### src/rtl/bridge_target_cmd.sv
// Core-to-host target command initiator: the core posts a command word and parameters into
// a bridge-visible mailbox, and the host acknowledges and then completes it with a result.
module bridge_target_cmd #(
  parameter logic [31:0] BASE_ADDR      = 32'hF800_2000,
  parameter int unsigned NPARAM         = 4,
  parameter int unsigned NRESP          = 2,
  parameter logic [31:0] TIMEOUT_CYCLES = 32'd0
) (
  input  logic                                     clk,
  input  logic                                     reset_n,
  input  logic                                     req_valid,
  output logic                                     req_ready,
  input  logic [15:0]                              req_word,
  input  logic [32*NPARAM-1:0]                     req_param,
  output logic                                     done,
  output logic [15:0]                              result,
  output logic [32*((NRESP > 0) ? NRESP : 1)-1:0]  response,
  output logic                                     timed_out,
  output logic                                     busy,
  input  logic [31:0]                              bridge_addr,
  input  logic                                     bridge_wr,
  input  logic [31:0]                              bridge_wr_data,
  input  logic                                     bridge_rd,
  output logic [31:0]                              bridge_rd_data
);

  localparam int unsigned RESP_N    = (NRESP > 0) ? NRESP : 1;
  localparam int unsigned CNT_W     = (TIMEOUT_CYCLES > 0) ? $clog2(64'(TIMEOUT_CYCLES) + 64'd1) : 1;
  localparam int unsigned RESP_BASE = 16;
  localparam logic [15:0] PFX_POST  = 16'h636D;
  localparam logic [15:0] PFX_ACK   = 16'h706E;
  localparam logic [15:0] PFX_OK    = 16'h6F6B;

  typedef enum logic [2:0] {
    ST_IDLE,
    ST_POST,
    ST_WAIT_ACK,
    ST_WAIT_DONE,
    ST_RESPOND
  } state_t;

  state_t             state_q, state_nxt;
  logic [31:0]        status_q;
  logic [15:0]        cmd_q;
  logic [31:0]        param_q [NPARAM];
  logic [31:0]        resp_q  [RESP_N];
  logic [CNT_W-1:0]   cnt_q;
  logic [31:0]        rd_mux;

  logic               hit, wr_status, waiting, accept;
  logic               host_ack, host_ok, resp_wr, tmo_hit;
  logic [5:0]         widx;
  logic [15:0]        wr_prefix;
  logic [1:0]         unused_addr_lsb;

  // Mailbox decode
  assign unused_addr_lsb = bridge_addr[1:0];
  assign hit       = (bridge_addr[31:8] == BASE_ADDR[31:8]);
  assign widx      = bridge_addr[7:2];
  assign wr_prefix = bridge_wr_data[31:16];
  assign wr_status = bridge_wr & hit & (widx == 6'd0);
  assign waiting   = (state_q == ST_WAIT_ACK) || (state_q == ST_WAIT_DONE);
  assign accept    = req_valid & (state_q == ST_IDLE);
  assign host_ack  = wr_status & (wr_prefix == PFX_ACK) & (state_q == ST_WAIT_ACK);
  assign host_ok   = wr_status & (wr_prefix == PFX_OK) & waiting;
  assign resp_wr   = bridge_wr & hit & waiting;
  // A host ack/ok landing on the expiry cycle takes priority over the timeout
  assign tmo_hit   = (TIMEOUT_CYCLES != 32'd0) && (state_q == ST_WAIT_ACK) &&
                     (cnt_q == CNT_W'(TIMEOUT_CYCLES - 32'd1)) && !host_ack && !host_ok;

  always_ff @(posedge clk or negedge reset_n) begin
    if (!reset_n) state_q <= ST_IDLE;
    else          state_q <= state_nxt;
  end

  always_comb begin
    state_nxt = state_q;
    case (state_q)
      ST_IDLE:      if (accept) state_nxt = ST_POST;
      ST_POST:      state_nxt = ST_WAIT_ACK;
      ST_WAIT_ACK: begin
        if (host_ok)       state_nxt = ST_RESPOND;
        else if (host_ack) state_nxt = ST_WAIT_DONE;
        else if (tmo_hit)  state_nxt = ST_IDLE;
      end
      ST_WAIT_DONE: if (host_ok) state_nxt = ST_RESPOND;
      ST_RESPOND:   state_nxt = ST_IDLE;
      default:      state_nxt = ST_IDLE;
    endcase
  end

  // Read mux sees the pre-write register contents
  always_comb begin
    rd_mux = 32'd0;
    if (hit) begin
      if (widx == 6'd0) rd_mux = status_q;
      for (int i = 0; i < NPARAM; i++)
        if (widx == 6'(i + 1)) rd_mux = param_q[i];
      for (int i = 0; i < NRESP; i++)
        if (widx == 6'(RESP_BASE + i)) rd_mux = resp_q[i];
    end
  end

  always_ff @(posedge clk or negedge reset_n) begin
    if (!reset_n) begin
      status_q       <= 32'd0;
      cmd_q          <= 16'd0;
      cnt_q          <= '0;
      done           <= 1'b0;
      timed_out      <= 1'b0;
      busy           <= 1'b0;
      req_ready      <= 1'b1;
      result         <= 16'd0;
      response       <= '0;
      bridge_rd_data <= 32'd0;
      for (int i = 0; i < NPARAM; i++) param_q[i] <= 32'd0;
      for (int i = 0; i < RESP_N; i++) resp_q[i] <= 32'd0;
    end else begin
      done      <= 1'b0;
      timed_out <= 1'b0;
      busy      <= (state_nxt != ST_IDLE);
      req_ready <= (state_nxt == ST_IDLE);
      if (bridge_rd) bridge_rd_data <= rd_mux;

      if (accept) begin
        cmd_q <= req_word;
        for (int i = 0; i < NPARAM; i++) param_q[i] <= req_param[32*i +: 32];
        for (int i = 0; i < RESP_N; i++) resp_q[i] <= 32'd0;
      end

      if (state_q == ST_POST) begin
        status_q <= {PFX_POST, cmd_q};
        cnt_q    <= '0;
      end else if (state_q == ST_WAIT_ACK && cnt_q != {CNT_W{1'b1}}) begin
        cnt_q <= cnt_q + CNT_W'(1);
      end

      for (int i = 0; i < NRESP; i++)
        if (resp_wr && widx == 6'(RESP_BASE + i)) resp_q[i] <= bridge_wr_data;

      if (host_ack) status_q <= bridge_wr_data;

      // Completion: host ok or timeout both clear the mailbox and pulse done
      if (host_ok || tmo_hit) begin
        status_q  <= 32'd0;
        done      <= 1'b1;
        timed_out <= tmo_hit;
        result    <= host_ok ? bridge_wr_data[15:0] : 16'hFFFF;
        for (int i = 0; i < RESP_N; i++) response[32*i +: 32] <= resp_q[i];
      end
    end
  end

endmodule

### config.mk
export PLATFORM = sky130hd
export DESIGN_NAME = bridge_target_cmd
export DESIGN_NICKNAME = d
export VERILOG_FILES = /design/src/rtl/bridge_target_cmd.sv
export SDC_FILE = /design/constraint.sdc
export NUM_CORES = 1
export LEC_CHECK = 0
export CAP_MARGIN = 30
export CORE_MARGIN = 4
export CORE_UTILIZATION = 47
export CTS_CLUSTER_SIZE = 28
export DETAILED_ROUTE_END_ITERATION = 6
export MAX_ROUTING_LAYER = met4
export PLACE_DENSITY = 0.77
export SYNTH_ARGS = -nofsm -noshare
export SYNTH_HDL_FRONTEND = slang
export SYNTH_SLANG_ARGS = --single-unit
### constraint.sdc
create_clock -name clk -period 2 [get_ports clk]
set_input_delay 0.3 -clock clk [delete_from_list [all_inputs] [get_ports clk]]
set_output_delay 0.3 -clock clk [all_outputs]
set_load 0.01 [all_outputs]
==> impl_results.md <==
- Status: finished, violations left
- Failing checks: setup timing
- FP Rows: 66
- Reg2Reg Setup Slack: -250 ps
- VDD IR max: 571 uV
- DR iter-0 viols: between 1500 and 2000
- Warnings, synthesis: 0
- Vias: 14800
- GP Congestion: 0.904
- Period minus WS final: ~2500 ps
- Initial antenna violation count: 5
- IO Count: roughly 330
- Most common cell on crit path: or4_4
- # Max-Cap Violations: 0
- Crit-path slowest cell: or4_4
- Total Wirelength: 60100 um
- Layout cells sized above 1: 0.169
- Tightest Pin Transition: around 700 ps
- Pins Over Slew Limit: 0
- Crit-path cells: buf_6, or4_4, or4_4, or4_4, buf_12, buf_16, buf_16, mux2_4
- Wire per inst: between 20 and 25 um
- Final worst path period share: 1.24
- Worst stage delay on the critical path: around 600 ps
- IO buf count: between 300 and 400
- Final Core Density: 0.700
- Design area: 22900 sq um
- Die Span Y: 191 um
- Crit path launch type: input pin
- Power, Total: roughly 16 mW
- Hold WC Path Type: input pin to register
- Clock buffer depth: 3
- Largest net degree at the start of global routing: 73
- # nets final: about 2300
- Synth unique cells: a little over 40
- Grt total ovfl: 0
- GR peak layer: met2
- Clock sinks: 358
- CTS root buf: clkbuf_16
- CTS buffer count: 39
- First-pass DRT Iterations: 6
- Worst setup slack after layout: -472 ps
- Met1 Usage GRT: 0.396
- Hold slack: between 90 and 100 ps
- Die ar.: around 37000 sq um
- Vias in the first global route: 14900
- HP Start: bridge_wr_data[23]
- Placed Cells: between 2000 and 2500
- R2r endpoint: response[7]
- Core area: between 30000 and 40000 sq um
- Post-synthesis instance area: approximately 16000 sq um
- F_max: a little over 400 MHz
- Worst-Skew Late Latency: about 520 ps
- H-tree Lvls: 2
- DRC viols: 0
- Slew headroom: 0.537
- Crit Path Class: input pin to register
- Post-route ant nets: 0
- Die X-Extent: roughly 190 um
- RR Startpoint: state_q[2]
- Crit Path Max Fanout: 5
- Total track usage: 0.315
- CP bufs+invs: 4
- CTS clock-pin slew for the worst setup and hold paths: roughly 60 ps
- Initial Util: 0.481
- Register area share after synthesis: 0.569
- First-pass GRT wire length: 86100 um
- Mean Syn Cell Area: 9.58 sq um
- Critical path arrival: ~2900 ps
- Family with the most delay on the worst path: simple AND/OR/NAND/NOR gates
- Req. time, crit path: between 2000 and 2500 ps
- Pleak: approximately 11 nW
- Count of final hold-check violations: 0
- Worst Skew: around 16 ps
- Layout Cells excl Fill: around 2500
- Hold Path Cell Cnt: 3
- Global routing usage on met3: 0.0597
- FF+latch count, synth: around 360
- PwrDens: between 600 and 700 nW/um^2
- Area delta synth->final: 45.6%
- Hold Path End: resp_q[23]
- RSZ-0062 raised after global routing: yes
- Area post-placement: 20100 sq um
- CTS tree: built
- Mapped Cells: about 1600
- Syn_nets: roughly 1900
- Post-detail-place hpwl: about 38000 um
- Met2 GRT Util: 0.489
- Filler cells: around 2300
- Endpoint type of the worst setup path: register
- Worst r2r path cells: 7
- Number of setup violations in the final report: around 110
- Vias per inst: a little under 6
## worst max path at each step
stage	from	to	slack, ps	depth (start not counted)
2_1_floorplan	bridge_addr[5]	response[0]	-650	7
3_3_place_gp	bridge_wr_data[23]	response[54]	-1300	6
3_5_place_dp	bridge_wr_data[23]	result[4]	-1280	6
4_1_cts	bridge_addr[7]	response[8]	-490	8
5_1_grt	bridge_addr[4]	status_q[1]	-470	10
6_report	bridge_addr[4]	response[7]	-470	8
## cells in the final DEF, fill, tap and decap left out, types with 16 or more instances in the layout
cell and instances:
o221ai_1 31, a21oi_1 141, buf_4 64, clkbuf_16 50, buf_16 16, dfrtp_1 357, mux2_4 80, a2bb2oi_2 16
clkdlybuf4s50_1 295, buf_12 31, mux2i_1 64, buf_6 24, nand2_1 578, a32o_1 31, nor2_1 85, o21ai_0 61
## repair_timing
action / CTS / global route
gates cloned: 16 / 12
setup endpoints to repair: 211 / 200
resized for setup: 143 / 95
setup buffers: 17 / 14
pin swaps: 15 / 17
hold endpoints to repair: 37 / 0
hold buffers: 1 / 0
## final cells by class
cell class,instances,area (sq um),area share
antenna,4,10.0,0.000436
clock inverter,10,75.1,0.00327
tap,442,553,0.0241
sequential,358,8960,0.391
inverter,6,48.8,0.00213
clock buffer,55,1130,0.0492
timing repair buffer,469,5300,0.231
multi-input combinational,1163,6860,0.299
## cells in the mapped netlist
library cell | count | area share
dfrtp_1 | 357 | 0.57
a41o_1 | 1 | 0.00064
dfstp_2 | 1 | 0.0017
nand4b_1 | 4 | 0.0022
nor4_1 | 5 | 0.0020
nor2b_1 | 3 | 0.0012
o21ai_0 | 67 | 0.021
mux2i_1 | 64 | 0.041
nor3b_1 | 1 | 0.00048
buf_4 | 2 | 0.00095
a21oi_1 | 143 | 0.045
nand2_1 | 584 | 0.14
inv_1 | 5 | 0.0012
mux2_1 | 80 | 0.057
and2_1 | 7 | 0.0028
nand4_1 | 2 | 0.00079
nor4bb_1 | 1 | 0.00064
buf_6 | 9 | 0.0064
or4_4 | 1 | 0.00071
or3_1 | 1 | 0.00040
nand3_1 | 5 | 0.0016
or4b_2 | 1 | 0.00064
a21o_1 | 9 | 0.0043
buf_2 | 2 | 0.00064
buf_1 | 14 | 0.0033
clkinv_2 | 1 | 0.00032
clkbuf_1 | 91 | 0.022
o31ai_1 | 1 | 0.00048
and4b_1 | 1 | 0.00064
or4_1 | 3 | 0.0014
a2bb2oi_1 | 16 | 0.0089
nor3_1 | 4 | 0.0013
or2_2 | 2 | 0.00079
a31oi_1 | 1 | 0.00040
and3_1 | 1 | 0.00040
nor2_1 | 88 | 0.021
or4b_1 | 1 | 0.00064
conb_1 | 1 | 0.00024
nor4b_1 | 3 | 0.0017
a32o_1 | 31 | 0.020
o221ai_1 | 31 | 0.017
## sequential cells by signal, summed over array words and instances, names as in the netlist
name and cells:
status_q 32, req_ready 1, bridge_rd_data 32, param_q 128, resp_q 64, done 1
cmd_q 16, busy 1, response 64, state_q 3, result 16
## kinds of logic (layout without fill, tap and decap cells)
group,Yosys count,count (layout),synth area share
mux,144,144,0.0978
flops,358,358,0.569
buf+inv,124,540,0.0345
other cells,1,5,0.000238
simple gates,718,718,0.180
compound gates,300,300,0.118
## worst reg2reg max path, cell delays in order, from the launching register on
cell	delay, ps
dfrtp_1	380
nor2b_1	310
nand3_2	160
or4_4	480
buf_12	170
buf_16	170
buf_16	170
mux2_4	300
## routing by layer
layer	part of all wire	up-vias
met3	0.098	206
li1	-	6336
met4	0.064	0
met1	0.37	7294
met2	0.46	929
met5	0	-
## stage by stage
step	TNS, ps	worst slack (ps)
final	-47720	-472
after floorplan	-70710	-653
after global routing	-47950	-475
after global placement	-191650	-1300
after CTS	-46580	-485
after detailed placement	-193130	-1280
## power breakdown
part,switching [mW],total [mW],internal [mW]
clock network,2.89,6.93,4.04
logic,0.617,1.20,0.587
registers,0.101,7.49,7.39
Note: power is estimated with default switching activity, not from simulation.
